## src/rtl/multdiv_unit.sv

```systemverilog
// Iterative signed multiply/divide unit: WIDTH shift-add or restoring shift-subtract
// steps on operand magnitudes, sign applied when the result is registered.
module multdiv_unit #(
  parameter int WIDTH = 32
) (
  input  logic             clock,
  input  logic             reset,
  input  logic [WIDTH-1:0] data_operandA,
  input  logic [WIDTH-1:0] data_operandB,
  input  logic             ctrl_MULT,
  input  logic             ctrl_DIV,
  output logic [WIDTH-1:0] data_result,
  output logic             data_exception,
  output logic             data_resultRDY,
  output logic             busy
);

  localparam int CW = $clog2(WIDTH) + 1;

  typedef enum logic [1:0] {IDLE, MULT, DIV, DONE} state_t;

  state_t             state;
  logic [CW-1:0]      count;
  logic [2*WIDTH-1:0] acc, mcand;
  logic [WIDTH:0]     mplier, divisor;
  logic [WIDTH-1:0]   rem, quo;
  logic               neg, div_zero;

  logic [WIDTH:0]     mag_a, mag_b;
  logic [2*WIDTH-1:0] acc_n, prod;
  logic [WIDTH:0]     shifted, diff;
  logic [WIDTH-1:0]   rem_n, quo_n, quo_signed, div_res;
  logic               prod_exc, div_exc, start, last;

  always_comb begin
    // WIDTH+1 bits so the most negative operand keeps its magnitude
    mag_a = data_operandA[WIDTH-1] ? ({1'b0, ~data_operandA} + {{WIDTH{1'b0}}, 1'b1})
                                   : {1'b0, data_operandA};
    mag_b = data_operandB[WIDTH-1] ? ({1'b0, ~data_operandB} + {{WIDTH{1'b0}}, 1'b1})
                                   : {1'b0, data_operandB};
    start = ctrl_MULT | ctrl_DIV;
    last  = (count == CW'(WIDTH - 1));

    acc_n    = acc + (mplier[0] ? mcand : '0);
    prod     = neg ? ('0 - acc_n) : acc_n;
    prod_exc = (prod[2*WIDTH-1:WIDTH-1] != '0) && (prod[2*WIDTH-1:WIDTH-1] != '1);

    shifted    = {rem, quo[WIDTH-1]};
    diff       = shifted - divisor;
    rem_n      = diff[WIDTH] ? shifted[WIDTH-1:0] : diff[WIDTH-1:0];
    quo_n      = {quo[WIDTH-2:0], ~diff[WIDTH]};
    quo_signed = neg ? ('0 - quo_n) : quo_n;
    // a positive quotient with the top bit set only arises from MIN / -1
    div_exc    = div_zero | (~neg & quo_n[WIDTH-1]);
    div_res    = div_zero ? '0 : quo_signed;
  end

  always_ff @(posedge clock or posedge reset) begin
    if (reset) begin
      state          <= IDLE;
      count          <= '0;
      acc            <= '0;
      mcand          <= '0;
      mplier         <= '0;
      divisor        <= '0;
      rem            <= '0;
      quo            <= '0;
      neg            <= 1'b0;
      div_zero       <= 1'b0;
      data_result    <= '0;
      data_exception <= 1'b0;
      data_resultRDY <= 1'b0;
      busy           <= 1'b0;
    end else if (start) begin
      state          <= ctrl_MULT ? MULT : DIV;
      count          <= '0;
      acc            <= '0;
      mcand          <= {{(WIDTH-1){1'b0}}, mag_a};
      mplier         <= mag_b;
      divisor        <= mag_b;
      rem            <= '0;
      quo            <= mag_a[WIDTH-1:0];
      neg            <= data_operandA[WIDTH-1] ^ data_operandB[WIDTH-1];
      div_zero       <= (data_operandB == '0);
      data_resultRDY <= 1'b0;
      busy           <= 1'b1;
    end else begin
      data_resultRDY <= 1'b0;
      case (state)
        MULT: begin
          acc    <= acc_n;
          mcand  <= mcand << 1;
          mplier <= mplier >> 1;
          count  <= count + 1'b1;
          if (last) begin
            state          <= DONE;
            busy           <= 1'b0;
            data_resultRDY <= 1'b1;
            data_result    <= prod[WIDTH-1:0];
            data_exception <= prod_exc;
          end
        end
        DIV: begin
          rem   <= rem_n;
          quo   <= quo_n;
          count <= count + 1'b1;
          if (last) begin
            state          <= DONE;
            busy           <= 1'b0;
            data_resultRDY <= 1'b1;
            data_result    <= div_res;
            data_exception <= div_exc;
          end
        end
        DONE:    state <= IDLE;
        default: state <= IDLE;
      endcase
    end
  end

endmodule

```

## config.mk

```make
export PLATFORM = sky130hd
export DESIGN_NAME = multdiv_unit
export DESIGN_NICKNAME = d
export VERILOG_FILES = /design/src/rtl/multdiv_unit.sv
export SDC_FILE = /design/constraint.sdc
export NUM_CORES = 1
export LEC_CHECK = 0
export CORE_MARGIN = 3
export CORE_UTILIZATION = 40
export DETAILED_ROUTE_END_ITERATION = 7
export DONT_BUFFER_PORTS = 1
export GPL_ROUTABILITY_DRIVEN = 0
export MAX_ROUTING_LAYER = met4
export PLACE_DENSITY_LB_ADDON = 0.2
export SLEW_MARGIN = 0
export SYNTH_ARGS = -nofsm -noshare
export SYNTH_HDL_FRONTEND = slang
export SYNTH_SLANG_ARGS = --single-unit
```

## constraint.sdc

```tcl
create_clock -name clock -period 14.8 [get_ports clock]
set_input_delay 2.96 -clock clock [delete_from_list [all_inputs] [get_ports clock]]
set_output_delay 2.96 -clock clock [all_outputs]
set_load 0.1 [all_outputs]
```

==> results of run 1 <==
==> flip-flops by register name, indices dropped and copies added, names as in the netlist, 2 cells and up <==
name	cells
acc	64
mcand	64
divisor	33
mplier	33
data_result	32
quo	32
rem	32
count	6
state	2
==> path summary, 6_finish.rpt <==
path	slack [ns]	endpoint	cells after the start	startpoint
hold reg to reg	0.49	divisor[31]	1	divisor[31]
setup reg to reg	8.33	data_exception	21	mplier[0]
hold / removal	0.49	divisor[31]	1	divisor[31]
min in group asynchronous	2.34	divisor[30]	1	reset
setup / recovery	8.33	data_exception	21	mplier[0]
max in group asynchronous	10.16	data_result[25]	3	reset
==> per-layer routing <==
layer | wire length [µm] | vias to the layer above
met5 | 0 | -
met4 | 1483 | 0
met3 | 4012 | 108
met2 | 29500 | 514
met1 | 31320 | 9808
li1 | - | 9783
==> synth_stat cells (10+ instances only) <==
cell,count,share of area
a311oi_1,18,0.0068
buf_2,13,0.0028
a21o_1,45,0.015
nor2_1,329,0.053
o211a_1,10,0.0043
a211oi_1,56,0.018
o41ai_1,22,0.0083
o211ai_1,16,0.0052
clkbuf_1,132,0.021
nand4_1,29,0.0078
or3_1,25,0.0067
xnor2_1,105,0.040
o21a_1,40,0.013
and3_1,18,0.0049
o21ai_1,12,0.0026
and2_1,83,0.022
nand2_1,163,0.026
nor2b_1,50,0.013
buf_1,17,0.0027
nand2b_1,26,0.0070
mux2i_1,141,0.061
nor4_1,14,0.0038
or4_1,17,0.0055
dfrtp_1,303,0.33
inv_1,80,0.013
o31ai_1,48,0.016
a21oi_1,266,0.057
a31oi_1,17,0.0046
o21bai_1,12,0.0039
xor2_1,99,0.037
ha_1,102,0.055
nor3_1,49,0.011
o221ai_1,22,0.0083
nand3_1,38,0.0082
o21ai_0,125,0.027
or2_2,19,0.0051
==> logic make-up after synthesis <==
logic type	after synthesis
AND/OR/NAND/NOR	910
AO/OA/AOI/OAI	823
flip-flops	303
buffers and inverters	251
XOR/XNOR	204
multiplexers	146
adder cells (fa/ha/maj)	104
==> layout make-up <==
type,count,area share
Tap cell,756,0.03792
Multi-Input combinational cell,2187,0.5887
Inverter,84,0.01294
Sequential cell,303,0.3040
Clock buffer,50,0.04273
Clock inverter,18,0.007122
Timing Repair Buffer,22,0.006621
==> metrics by stage <==
step                setup WS [ns]  area, µm²  total power, mW    util
floorplan                   3.466      23210            1.715       -
global placement            8.534      23700            1.873  0.4163
detailed placement          8.399      23700            1.883  0.4163
CTS                         8.369      24950            2.832  0.4382
global route                7.846      24950            2.943  0.4382
finish                      8.335      24950            2.807  0.4382
==> worst reg2reg max path: stages, from the launching register on <==
cell and delay, ns:
dfrtp_1 0.35, buf_4 0.47, and2_1 0.25, ha_1 0.24, inv_1 0.08, fa_1 0.46
nor2b_4 0.23, o31a_4 0.21, o211ai_4 0.13, a211o_4 0.39, a21boi_0 0.22, xor2_1 0.17
a2111o_1 0.48, nor4b_1 0.80, nand4b_1 0.30, o31a_1 0.32, xnor2_1 0.23, nand3_1 0.10
nor4_1 0.36, nand4_1 0.14, nor4_1 0.35, a211oi_2 0.07
==> power groups by stage <==
stage               registers [mW]  clock network (mW)  logic, mW
global placement              1.32                   0      0.549
finish                        1.31               0.936      0.563
detailed placement            1.33                   0      0.556
CTS                           1.31               0.961      0.560
floorplan                     1.27                   0      0.440
global route                  1.32               0.998      0.623
==> cells in the final DEF, fill, tap and decap left out, types with 79 or more instances in the layout <==
cell and instances:
a21oi_1 266, and2_1 82, dfrtp_1 302, ha_1 100
inv_1 79, mux2i_1 141, nand2_1 163, nor2_1 328
o21ai_0 125, xnor2_1 105, xor2_1 98
==> flow_summary.rst, run 1 <==
.. list-table::
   :header-rows: 1

   * - Metric
     - Value
   * - Kind of end point of the critical path
     - flip-flop
   * - Signed area change from the synthesized netlist to the final layout
     - 7.471%
   * - Cts bufs inserted
     - 37
   * - Root buf cell
     - clkbuf_16
   * - Num rows
     - 87
   * - Wire length of the first global-routing pass
     - between 100000 and 150000 µm
   * - Sum of negative setup slack
     - 0 ns
   * - Compound-gate portion of the synthesized area
     - 0.2370
   * - Minimum clock period after layout
     - 6.465 ns
   * - Residual overflow from global routing
     - 0
   * - Maximum net fanout on the critical path
     - between 60 and 70
   * - Postcts setup bufs
     - 0
   * - Kind of cell with the highest combined delay on the critical path
     - simple AND/OR/NAND/NOR gates
   * - Reg clk slew, reported paths
     - roughly 0.06 ns
   * - Flip-flop cell with the highest count after synthesis
     - dfrtp_1
   * - Hold buffer count at CTS
     - 0
   * - Data arrival time of the critical path
     - 6.91 ns
   * - Cell count after synthesis
     - approximately 2700
   * - Number of non-filler instances in the completed layout
     - around 3400
   * - Synth Area per Inst
     - roughly 8.5 µm²
   * - Crit path buf inv count
     - 2
   * - Crit Path Category
     - reg -> reg
   * - Number of H-tree levels
     - 2
   * - Clock latency reported for the late side of the worst-skew pair
     - 0.57 ns
   * - Filler cells
     - around 5600
   * - Global-route track usage on met2
     - 0.3348
   * - Final antenna-violating net count
     - 0
   * - Area of the placeable core
     - ~0.057 mm²
   * - Total via count in the routed design
     - 20210
   * - Area fraction in and, or, nand and nor cells after synthesis
     - 0.1969
   * - DRC errors left
     - 0
   * - Initial core utilization
     - 0.4077
   * - Fin nets
     - approximately 2800
   * - Gr busiest metal
     - met2
   * - Post-Synthesis Net Count
     - between 2000 and 3000
   * - TritonCTS clock tree
     - done
   * - Fraction of final layout cells with drive strength greater than 1
     - 0.05931
   * - Detailed-route wire length
     - approximately 66000 µm
   * - RSZ-0062 raised after global routing
     - false
   * - Achievable frequency
     - roughly 150 MHz
   * - Number of DRC violations after detailed-routing iteration 0
     - 1390
   * - Clock net sink count
     - 303
   * - Total setup violations reported at the end of the flow
     - 0
   * - Placed Instances
     - ~3400
   * - Crit-path most repeated cell
     - nor4_1
   * - I/O pin cnt
     - 103
   * - Main combinational cell family by area after synthesis
     - compound AO/OA/AOI/OAI gates
   * - Vias in the first global route
     - between 15000 and 20000
   * - Port Buffer Count
     - 0
   * - Adder-cell area share of the yosys netlist
     - 0.05671
   * - Number of pins exceeding their max-slew limit in the final report
     - 0
   * - Routed via count divided by cell count
     - 5.910
   * - Number of warning messages in the yosys log
     - 0
   * - Sw Ratio
     - 0.4040
   * - Router iterations before antenna repair
     - 5
   * - Footprint of the multi-input gates
     - around 0.015 mm²
   * - Classification of the worst-slack hold path
     - reg -> reg
   * - Net Sw Power
     - 1.134 mW
   * - Proportion of synthesized area in mux cells
     - 0.06323
   * - Post-Synthesis Cell Area
     - 0.02321 mm²
   * - Library cells used by synthesis
     - ~100
   * - Global routing usage on met1
     - 0.3126
   * - Logic gate share of total power
     - 0.200
   * - Post-detail-place hpwl
     - 48750 µm
   * - Vertical extent of the die
     - between 200 and 250 µm
   * - Final hold slack
     - about 0.5 ns
   * - Worst slew margin relative to its limit
     - 0.2518
   * - Flop pwr share
     - 0.466
   * - Async SR Flop Fraction
     - 1.000
   * - Maximum resistive drop on vdd
     - 73.39 µV
   * - Horizontal extent of the die
     - approximately 250 µm
   * - Die area
     - about 0.061 mm²
   * - Number of antenna violations at the first check in global routing
     - 0
   * - Number of max-cap violations
     - 0
   * - Number of register bits inferred by synthesis
     - about 300
   * - Kind of start point of the critical path
     - flip-flop
   * - Worst-path cell chain
     - buf_4 > and2_1 > ha_1 > inv_1 > fa_1 > nor2b_4 > o31a_4 > o211ai_4 > a211o_4 > a21boi_0 > xor2_1 > a2111o_1 > nor4b_1 > nand4b_1 > o31a_1 > xnor2_1 > nand3_1 > nor4_1 > nand4_1 > nor4_1 > a211oi_2
   * - Final hold viol count
     - 0
   * - Share of power burned in the clock network
     - 0.333
   * - Final clock period utilization by the worst path
     - 0.4369
   * - Count of flip-flops with a built-in enable after synthesis
     - 0
   * - Tot GR Track Use
     - 0.2231
   * - Global routing usage on met3
     - 0.03752
   * - Max Buffers Root-to-Sink
     - 3
   * - Share of the synthesized netlist area taken by xor and xnor gates
     - 0.07697
   * - Wire length per cell
     - between 15 and 20 µm
   * - Largest net degree at the start of global routing
     - around 110
   * - Required time of the worst setup path
     - between 15 and 20 ns
   * - Power density of the placed cells
     - between 100 and 150 mW/mm²
   * - Number of diodes
     - 0
   * - Cell-internal power
     - between 1.5 and 2 mW
   * - Slowest stage delay, CP
     - between 0.7 and 0.8 ns
   * - Part of the Yosys area used for sequential elements
     - 0.3266
   * - Critical-path cell with the highest stage delay
     - nor4b_1
   * - Final worst clock skew
     - 0.01975 ns
   * - Sequential cell area
     - 0.007584 mm²
   * - Result of the run
     - completed
   * - Worst-Margin Slew
     - around 1.1 ns
   * - Leakage Power
     - 10.45 nW
   * - Post-CTS Resized
     - 0
No activity file was read; power rests on OpenSTA's default activity.
==> run 2: changes to the inputs <==
==> constraint.sdc (replaced) <==
create_clock -name clock -period 5.2 [get_ports clock]
set_input_delay 1.04 -clock clock [delete_from_list [all_inputs] [get_ports clock]]
set_output_delay 1.04 -clock clock [all_outputs]
set_load 0.1 [all_outputs]
==> run 2 against run 1 <==
Net effect:
- the run now ends with negative setup slack left
- flip-flop and latch count unchanged
- core utilization increased by 4.9 points
- clock power rose to 2.9 times the previous value
- count of clock-buffer cells in the layout up 8
- worst setup slack worse by 8.7 ns
- cell count grew 9.3%
- worst hold slack got worse by 0.012 ns
- critical path depth up 1
- clock skew up 0.0079 ns
- die area unchanged
- total power increased to 3.0 times the previous value
- first-iteration DRC count up 6.5%
==> flow_summary.rst, run 2 (synthesis gave the netlist of run 1 again) <==
.. list-table::
   :header-rows: 1

   * - Metric
     - Value
   * - Worst setup slack after placement
     - -0.5310 ns (was 8.399 ns)
   * - Cts bufs inserted
     - 39 (was 37)
   * - Residual overflow from global routing
     - 0 (unchanged)
   * - Wire length per cell
     - 18.78 µm (was 19.39 µm)
   * - Final worst clock skew
     - 0.02767 ns (was 0.01975 ns)
   * - Final antenna-violating net count
     - 0 (unchanged)
   * - Signed area change from the synthesized netlist to the final layout
     - 19.59% (was 7.471%)
   * - Kind of end point of the critical path
     - flip-flop (unchanged)
   * - RSZ-0062 raised after global routing
     - true (was false)
   * - Worst-Margin Slew
     - 1.115 ns (was 1.122 ns)
   * - Detailed-route wire length
     - 70190 µm (was 66320 µm)
   * - Wire length of the first global-routing pass
     - 112700 µm (was 107100 µm)
   * - Horizontal extent of the die
     - 246.9 µm (unchanged)
   * - DRC errors left
     - 0 (unchanged)
   * - Hold Crit Depth
     - 1 (unchanged)
   * - Classification of the worst-slack hold path
     - reg -> reg (unchanged)
   * - Kind of cell with the highest combined delay on the critical path
     - simple AND/OR/NAND/NOR gates (unchanged)
   * - Crit Path Category
     - reg -> reg (unchanged)
   * - Vias in the first global route
     - 20890 (was 19320)
   * - Worst min-delay path endpoint
     - divisor[31] (unchanged)
   * - Sum of negative setup slack
     - -0.3862 ns (was 0 ns)
   * - Worst reg2reg path endpoint
     - data_exception (unchanged)
   * - Power density of the placed cells
     - 300.4 mW/mm² (was 112.5 mW/mm²)
   * - Worst-path cell chain
     - buf_12 > and2_4 > ha_4 > inv_2 > fa_2 > nor2b_4 > o31a_4 > o31a_1 > o211a_1 > or4_4 > or3_4 > nor4_4 > buf_4 > nand4_1 > o31ai_1 > nand4b_1 > a21o_1 > a2111oi_1 > and4b_1 > o2111ai_1 > nor4_2 > a211oi_2 (was buf_4 > and2_1 > ha_1 > inv_1 > fa_1 > nor2b_4 > o31a_4 > o211ai_4 > a211o_4 > a21boi_0 > xor2_1 > a2111o_1 > nor4b_1 > nand4b_1 > o31a_1 > xnor2_1 > nand3_1 > nor4_1 > nand4_1 > nor4_1 > a211oi_2)
   * - Number of antenna violations at the first check in global routing
     - 0 (unchanged)
   * - Fraction of final layout cells with drive strength greater than 1
     - 0.1764 (was 0.05931)
   * - Die area
     - 0.06096 mm² (unchanged)
   * - Number of diodes
     - 0 (unchanged)
   * - Fin nets
     - 3127 (was 2807)
   * - Required time of the worst setup path
     - 5.64 ns (was 15.25 ns)
   * - Crit path buf inv count
     - 3 (was 2)
   * - Kind of start point of the critical path
     - flip-flop (unchanged)
   * - Filler cells
     - 5405 (was 5604)
   * - Most used cells in the layout excluding fill and tap cells
     - buf_4, nor2_1, dfrtp_1 (was nor2_1, dfrtp_1, a21oi_1)
   * - Vertical extent of the die
     - 246.9 µm (unchanged)
   * - Number of H-tree levels
     - 2 (unchanged)
   * - Register-to-Register Setup Slack
     - -0.39 ns (was 8.33 ns)
   * - Sequential cell area
     - 0.007585 mm² (was 0.007584 mm²)
   * - Overall power of the completed layout
     - 8.340 mW (was 2.807 mW)
   * - Total via count in the routed design
     - 21410 (was 20210)
   * - Router iterations before antenna repair
     - 6 (was 5)
   * - Minimum clock period after layout
     - 5.586 ns (was 6.465 ns)
   * - Largest net degree at the start of global routing
     - 179 (was 113)
   * - Post-detail-place hpwl
     - 51810 µm (was 48750 µm)
   * - Achievable frequency
     - 179.0 MHz (was 154.7 MHz)
   * - Total setup violations reported at the end of the flow
     - 1 (was 0)
   * - Startpoint of the lowest-slack register-to-register path
     - mplier[0] (unchanged)
   * - Worst slew margin relative to its limit
     - 0.2564 (was 0.2518)
   * - Final hold viol count
     - 0 (unchanged)
   * - Registers with the highest flip-flop counts
     - acc: 64 flops, mcand: 64 flops (unchanged)
   * - Maximum net fanout on the critical path
     - 13 (was 64)
   * - Leakage Power
     - 12.11 nW (was 10.45 nW)
   * - Depth of the worst register-to-register path
     - 22 (was 21)
   * - Slowest stage delay, CP
     - 0.51 ns (was 0.79 ns)
   * - Final clock period utilization by the worst path
     - 1.074 (was 0.4369)
   * - Max Buffers Root-to-Sink
     - 3 (unchanged)
   * - Final Util
     - 0.4876 (was 0.4382)
   * - Data arrival time of the critical path
     - 6.03 ns (was 6.91 ns)
   * - Routed via count divided by cell count
     - 5.727 (was 5.910)
   * - Number of pins exceeding their max-slew limit in the final report
     - 0 (unchanged)
   * - Hold_sp
     - divisor[31] (unchanged)
   * - Clock net sink count
     - 303 (unchanged)
   * - Maximum resistive drop on vdd
     - 271.1 µV (was 73.39 µV)
   * - Number of DRC violations after detailed-routing iteration 0
     - 1481 (was 1390)
   * - Worst Slack Setup Final
     - -0.3862 ns (was 8.335 ns)
   * - I/O pin cnt
     - 103 (unchanged)
   * - Reg clk slew, reported paths
     - 0.06 ns (about the same)
   * - Result of the run
     - finished with violations (was completed)
   * - Tot GR Track Use
     - 0.2348 (was 0.2231)
   * - Critical-path cell with the highest stage delay
     - or4_4 (was nor4b_1)
   * - Port Buffer Count
     - 0 (unchanged)
   * - TritonCTS clock tree
     - done (unchanged)
   * - Footprint of the multi-input gates
     - 0.01499 mm² (was 0.01469 mm²)
   * - Initial core utilization
     - 0.4077 (unchanged)
   * - Num rows
     - 87 (unchanged)
   * - Root buf cell
     - clkbuf_16 (unchanged)
   * - Violations in the final reports
     - negative setup slack
   * - Clock latency reported for the late side of the worst-skew pair
     - 0.58 ns (was 0.57 ns)
   * - Number of max-cap violations
     - 0 (unchanged)
   * - Area of the placeable core
     - 0.05693 mm² (unchanged)
   * - Commonest non-fill, non-tap cell in the layout
     - buf_4 (was nor2_1)
==> run 2: cell count changes in the layout (fill, tap and decap cells not counted), moves of 5 or more <==
| cell | change |
|---|---|
| buf_4 | +310 |
| o31ai_1 | -5 |
| o21ai_0 | -11 |
| a21oi_2 | +6 |
| buf_12 | +6 |
| o21ai_1 | +8 |
| a21oi_1 | -7 |
| clkinv_2 | -6 |
==> run 2: layout make-up <==
class | count | area share
clock buffers | 58 | 0.04169
well taps | 756 | 0.03407
multi-input cells | 2187 | 0.5400
inverters | 84 | 0.01149
repair buffers | 340 | 0.09542
flip-flops and latches | 303 | 0.2732
clock inverters | 10 | 0.004101
==> run 2: routing by layer <==
metal | up-vias | track usage | wire, µm
li1 | 10380 | - | -
met1 | 10370 | 0.3157 | 32380
met2 | 549 | 0.3647 | 31700
met3 | 114 | 0.04251 | 4448
met4 | 0 | 0.06267 | 1662
met5 | - | - | 0
==> run 2: what timing repair did <==
action / in CTS / in global routing
endpoints found under the hold margin: 0 / 0
gates resized for setup: 15 / 55
hold buffers: 0 / 0
pin swaps: 3 / 29
gates cloned: 0 / 1
buffers inserted: 0 / 6
setup endpoints to repair: 11 / 22
==> run 2: worst max-delay path by stage <==
stage / from / end / slack [ns] / depth (start not counted)
after floorplan: mplier[0] / data_exception / -0.01 / 23
after global placement: mplier[0] / data_exception / -0.49 / 21
after detailed placement: mplier[0] / data_exception / -0.53 / 23
after CTS: mplier[0] / data_exception / -0.27 / 21
after global routing: mplier[0] / data_exception / -0.66 / 23
final: mplier[0] / data_exception / -0.39 / 22
==> run 2: where the power goes <==
group	total (mW)	switching (mW)	leakage (nW)	internal, mW
Combinational	1.95	1.11	7.68	0.845
Sequential	3.69	1.09	3.81	2.60
Clock	2.70	1.10	0.623	1.60
Total	8.34	3.30	12.1	5.04
==> run 2: stage by stage <==
step           hold WS [ns]  instances  area (µm²)
2_1_floorplan        0.4453       2741       23280
3_3_place_gp         0.4578       3663       26140
3_5_place_dp         0.4700       3663       26140
4_1_cts              0.4833       3731       27480
5_1_grt              0.4980       3738       27760
6_report             0.4793       3738       27760
==> run 2: worst register-to-register path, stage by stage, from the launching register on <==
cell and delay (ns):
dfrtp_2 0.43, buf_12 0.15, and2_4 0.16, ha_4 0.15, inv_2 0.05, fa_2 0.23, nor2b_4 0.05, o31a_4 0.30
o31a_1 0.33, o211a_1 0.23, or4_4 0.51, or3_4 0.36, nor4_4 0.33, buf_4 0.17, nand4_1 0.19, o31ai_1 0.32
nand4b_1 0.13, a21o_1 0.20, a2111oi_1 0.35, and4b_1 0.25, o2111ai_1 0.13, nor4_2 0.33, a211oi_2 0.10
